`config.mk`:
```
export PLATFORM = sky130hd
export DESIGN_NAME = two_sorter_flat
export DESIGN_NICKNAME = d
export VERILOG_FILES = /design/src/rtl/two_sorter_if.sv /design/src/rtl/two_sorter.sv /design/src/flat_wrapper.sv
export SDC_FILE = /design/constraint.sdc
export NUM_CORES = 1
export LEC_CHECK = 0
export CAP_MARGIN = 5
export CORE_MARGIN = 4
export CORE_UTILIZATION = 39
export CTS_BUF_LIST = sky130_fd_sc_hd__clkbuf_8
export DETAILED_ROUTE_END_ITERATION = 12
export GPL_TIMING_DRIVEN = 0
export PLACE_DENSITY = 0.77
export SLEW_MARGIN = 20
export SYNTH_ARGS = -nofsm -noshare
export SYNTH_HDL_FRONTEND = slang
export SYNTH_SLANG_ARGS = --single-unit
```
`constraint.sdc`:
```
create_clock -name clk -period 1.3 [get_ports clk]
set_input_delay 0.13 -clock clk [delete_from_list [all_inputs] [get_ports clk]]
set_output_delay 0.13 -clock clk [all_outputs]
set_load 0.005 [all_outputs]
```
`src/rtl/two_sorter_if.sv`:
```
// two_sorter_if: handshake and data bundle for one compare-and-swap cell.
// The master side presents operand pairs. The slave side (the sorter)
// returns the ordered pair, the swap flag and the swap count.
interface two_sorter_if #(
  parameter int WIDTH     = 4,
  parameter int CNT_WIDTH = 8
);
  logic                 in_valid;
  logic [WIDTH-1:0]     a;
  logic [WIDTH-1:0]     b;
  logic                 out_valid;
  logic [WIDTH-1:0]     c;
  logic [WIDTH-1:0]     d;
  logic                 swapped;
  logic [CNT_WIDTH-1:0] swap_cnt;

  modport master (
    output in_valid, a, b,
    input  out_valid, c, d, swapped, swap_cnt
  );

  modport slave (
    input  in_valid, a, b,
    output out_valid, c, d, swapped, swap_cnt
  );
endinterface

```
`src/rtl/two_sorter.sv`:
```
// two_sorter: registered compare-and-swap cell of the sorting network.
// For each accepted pair, the smaller word goes to c and the larger to d,
// one cycle later, qualified by out_valid. swapped marks pairs with a > b.
// Optional feature macro: TWO_SORTER_SWAP_CNT_EN.
//   Defined:   swap_cnt is a saturating count of swapped pairs.
//   Undefined: no counter logic, and swap_cnt is tied to zero.
// Reset is synchronous and active-high, and it takes priority over in_valid.
module two_sorter #(
  parameter int WIDTH     = 4,
  parameter int CNT_WIDTH = 8
) (
  input logic        clk,
  input logic        rst,
  two_sorter_if.slave bus
);

  logic             a_gt_b;
  logic [WIDTH-1:0] lo_val;
  logic [WIDTH-1:0] hi_val;

  logic             out_valid_q;
  logic [WIDTH-1:0] c_q;
  logic [WIDTH-1:0] d_q;
  logic             swapped_q;

  // Unsigned magnitude compare. Equal operands keep their order and are not a swap.
  always_comb begin
    a_gt_b = 1'b0;
    lo_val = bus.a;
    hi_val = bus.b;
    if (bus.a > bus.b) begin
      a_gt_b = 1'b1;
      lo_val = bus.b;
      hi_val = bus.a;
    end
  end

  // Output stage: capture the ordered pair on accept, and hold it while idle.
  always_ff @(posedge clk) begin
    if (rst) begin
      out_valid_q <= 1'b0;
      c_q         <= '0;
      d_q         <= '0;
      swapped_q   <= 1'b0;
    end else begin
      out_valid_q <= bus.in_valid;
      if (bus.in_valid) begin
        c_q       <= lo_val;
        d_q       <= hi_val;
        swapped_q <= a_gt_b;
      end
    end
  end

  assign bus.out_valid = out_valid_q;
  assign bus.c         = c_q;
  assign bus.d         = d_q;
  assign bus.swapped   = swapped_q;

`ifdef TWO_SORTER_SWAP_CNT_EN
  localparam logic [CNT_WIDTH-1:0] CNT_ONE = CNT_WIDTH'(1);

  logic [CNT_WIDTH-1:0] swap_cnt_q;
  logic                 cnt_at_max;

  assign cnt_at_max = &swap_cnt_q;

  // Saturating swap counter. It stops at all-ones rather than wrapping to zero.
  always_ff @(posedge clk) begin
    if (rst) begin
      swap_cnt_q <= '0;
    end else if (bus.in_valid && a_gt_b && !cnt_at_max) begin
      swap_cnt_q <= swap_cnt_q + CNT_ONE;
    end
  end

  assign bus.swap_cnt = swap_cnt_q;
`else
  assign bus.swap_cnt = '0;
`endif

  // Any valid result must be ordered.
  a_sorted: assert property (@(posedge clk) disable iff (rst)
    bus.out_valid |-> (bus.c <= bus.d));

  // A reset edge always clears the valid qualifier.
  a_reset_clears_valid: assert property (@(posedge clk)
    rst |=> !bus.out_valid);

endmodule

```
`src/flat_wrapper.sv`:
```
// flat-port wrapper written by rule: the top's interface ports become plain ports
module two_sorter_flat 
#(
  parameter int WIDTH     = 4,
  parameter int CNT_WIDTH = 8
)
  (clk, rst, bus_in_valid, bus_a, bus_b, bus_out_valid, bus_c, bus_d, bus_swapped, bus_swap_cnt);
  two_sorter_if #(.WIDTH(WIDTH), .CNT_WIDTH(CNT_WIDTH)) bus_i ();
  input logic clk;
  input logic rst;
  input wire logic [$bits(bus_i.in_valid)-1:0] bus_in_valid;
  input wire logic [$bits(bus_i.a)-1:0] bus_a;
  input wire logic [$bits(bus_i.b)-1:0] bus_b;
  output wire logic [$bits(bus_i.out_valid)-1:0] bus_out_valid;
  output wire logic [$bits(bus_i.c)-1:0] bus_c;
  output wire logic [$bits(bus_i.d)-1:0] bus_d;
  output wire logic [$bits(bus_i.swapped)-1:0] bus_swapped;
  output wire logic [$bits(bus_i.swap_cnt)-1:0] bus_swap_cnt;
  assign bus_i.in_valid = bus_in_valid;
  assign bus_i.a = bus_a;
  assign bus_i.b = bus_b;
  assign bus_out_valid = bus_i.out_valid;
  assign bus_c = bus_i.c;
  assign bus_d = bus_i.d;
  assign bus_swapped = bus_i.swapped;
  assign bus_swap_cnt = bus_i.swap_cnt;
  two_sorter #(.WIDTH(WIDTH), .CNT_WIDTH(CNT_WIDTH)) u_core (.clk(clk), .rst(rst), .bus(bus_i));
endmodule
```
==> flow_summary.toml <==
[critical_path]
path_class = "in -> reg"
crit_top_cell = "buf_6"
crit_path_start_kind = "primary input"
end_kind = "flop"
worstPathCellList = "buf_8 -> inv_4 -> ha_4 -> a211o_1 -> buf_6 -> o211ai_4 -> buf_6 -> a211oi_4"
cp.required_ns = 1.43
worst_ep_arrival_time_ns = 1.40
critical-path-slowest-cell = "a211o_1"
crit_path_max_fanout = 5
cpPeakStageDelay_ns = 0.34

[synth]
synth_edf_count = 0
synth_ff_type = "dfxtp_1"
synth_top_cell_by_area = "dfxtp_1"
syn-cell-area_um2 = 692
ys_ff_latch = 10
ys_seq_area_share_pct = 28.9
synth_top_area_share_pct = 28.9
synth_cell_types = 22
avgSynthCellArea_um2 = 9.35
synth.area.top_cells = "dfxtp_1 (29%), o2111a_1 (13%), a211oi_1 (8.7%)"
yosys_warnings = 0
synthCells = 74
ys_async_sr_fraction_pct = 0

[floorplan]
fp.dieW_um = 50.1
dieArea_mm2 = 0.00251
core.rowCount = 14
die_y_um = 50.1
pin_count = 29
core-area_mm2 = 0.00159
start_util_pct = 43.4

[global_routing]
grt_max_degree = 11
grt_pass1_wl_um = 3460
gr-total-overflow = 0
antenna_found_initial = 0
groute.usage.overall_pct = 18.1
grt_pass1_vias = 716

[sta]
finalCriticalPeriod_ns = 1.28
finalHoldViolCount = 0
fmax_mhz = 783
setup_slack_ns = 0.0221
maxSlewViolCount = 0
rsz0062_at_grt = "yes"
fin_crit_sh_pct = 98.3
fin_skew_ns = 0
setup_viol = 0
fin_tns_setup_ns = 0

[power]
switchingPower_mw = 0.327
p_int_mw = 0.815
p_clk_share_pct = 36.4
peakVddDrop_mv = 0.566
p_leak_nw = 0.505
swShare_pct = 28.6
p_seq_share_pct = 30.4
power.density_mw_per_mm2 = 985
comb_power_share_pct = 33.2

[clock_tree]
htreeDepth = 1
cts_tree = "built"
clk_path_buf_depth = 2
cts-root-buf = "clkbuf_8"
clock_latency_ns = 0.25
clkSlewWorstSetupHoldPaths_ns = 0.05
cts_made_buffers = 3
cts_sinks = 10

[detailed_routing]
drc = 0
wirelength_um = 2030
drt_first_iter_violations = 10
drt-pass1-iter-count = 4
wl_per_cell_um = 14.7
viasPerCell = 5.08
ant_nets = 0
vias = 701

[placed_design]
dpl_worst_slack_ns = -0.619
place_congestion = 0.777
io_buffers = 18
hpwl_um = 1180

[hold_path]
hp-class = "in -> reg"

[layout]
drive_above_1_share_pct = 43.0
nFillCells = 113
area_delta_synth_final_pct = 67.6
antenna_cells = 0
layout.nets = 130

[status]
outcome = "finished clean"

[job]
cap_violations = 0
==> synth_stat cells, types with 2 or more instances <==
| cell | count |
|---|---|
| buf_2 | 2 |
| ha_1 | 4 |
| inv_1 | 4 |
| dfxtp_1 | 10 |
| o21bai_1 | 8 |
| o2111a_1 | 8 |
| buf_4 | 8 |
| nor2b_1 | 9 |
| a211oi_1 | 8 |
==> final timing paths <==
kind / start / to / slack (ns) / cells after the start
worst max-delay path: bus_b[2] / u_core.bus.d[0] / 0.02 / 8
worst max register to register: u_core.bus.d[0] / u_core.bus.d[0] / 0.58 / 2
worst min-delay path: rst / u_core.bus.out_valid / 0.24 / 2
worst min register to register: u_core.bus.swapped / u_core.bus.swapped / 0.47 / 2
==> layout by cell type, fill, tap and decap left out <==
cell	count
a211oi_2	7
ha_2	1
o2111ai_1	1
buf_2	1
ha_1	1
inv_4	1
o21bai_1	8
buf_1	1
inv_1	2
conb_1	8
clkbuf_2	4
a21oi_1	1
nor2b_1	9
nand2b_1	1
o211ai_4	1
buf_4	17
inv_2	1
clkbuf_1	1
and3b_2	1
clkbuf_8	4
buf_6	6
or2_4	1
a211o_1	1
o2111a_1	8
clkdlybuf4s50_1	10
nand4_1	1
buf_8	1
dlygate4sd2_1	2
dfxtp_1	10
ha_4	2
a211oi_4	1
==> per-stage QoR <==
stage	power, mW	instances	hold WS, ns	instance area, µm²	utilization [%]
global route	1.21	138	0.273	1160	72.8
global placement	0.622	123	0.463	950	59.6
detailed placement	0.626	123	0.464	950	59.6
finish	1.14	138	0.241	1160	72.8
CTS	1.10	135	0.253	1130	70.6
floorplan	0.516	81	0.378	739	-
==> worst max-delay path: cells and delay by family <==
family	cells	cell delay, ns
fa+ha+maj	1	0.20
compound gates	3	0.61
buf+inv	4	0.46
==> cells by family (layout without fill, tap and decap cells) <==
group	count (synthesis)	count (layout)	share of synthesized area, %
other	1	8	0.542
and+or+nand+nor	13	13	12.1
AOI/OAI and AO/OA	28	28	35.4
DFF	10	10	28.9
buffers and inverters	18	51	15.7
adders and majority gates	4	4	7.23
==> flip-flops by register name, indices dropped and copies added (netlist names) <==
register and flops:
u_core.bus.out_valid 1, u_core.bus.c 4, u_core.bus.d 4, u_core.bus.swapped 1
==> layout make-up <==
cell class | count | area (µm²) | share of cell area [%]
Buffer | 12 | 83.8 | 7.23
Clock buffer | 4 | 55.1 | 4.75
Inverter | 4 | 17.5 | 1.51
Multi-Input combinational cell | 53 | 497 | 42.8
Sequential cell | 10 | 200 | 17.3
Tap cell | 24 | 30.0 | 2.59
Timing Repair Buffer | 31 | 277 | 23.8
==> per-layer routing <==
layer  track usage [%]  part of all wire, %  vias to the layer above
met3              3.01                  4.8                        7
met4              9.22                  2.9                        0
met2              28.7                   48                       32
met5                 0                    0                        -
li1                  -                    -                      339
met1              23.3                   44                      323
==> power groups by stage <==
stage,Sequential (mW),Combinational [mW],Clock (mW)
after global routing,0.352,0.411,0.447
after CTS,0.347,0.339,0.414
after global placement,0.352,0.269,0
after detailed placement,0.354,0.272,0
after floorplan,0.356,0.160,0
final,0.347,0.379,0.416
==> what timing repair did <==
item                                    in CTS  in global routing
endpoints found under the setup margin       9                  8
hold buffers                                 0                  0
pin swaps                                    8                  9
buffers inserted                             9                  3
cloned                                       1                  0
resized for setup                           28                 18
(Power assumes the default switching activity.)
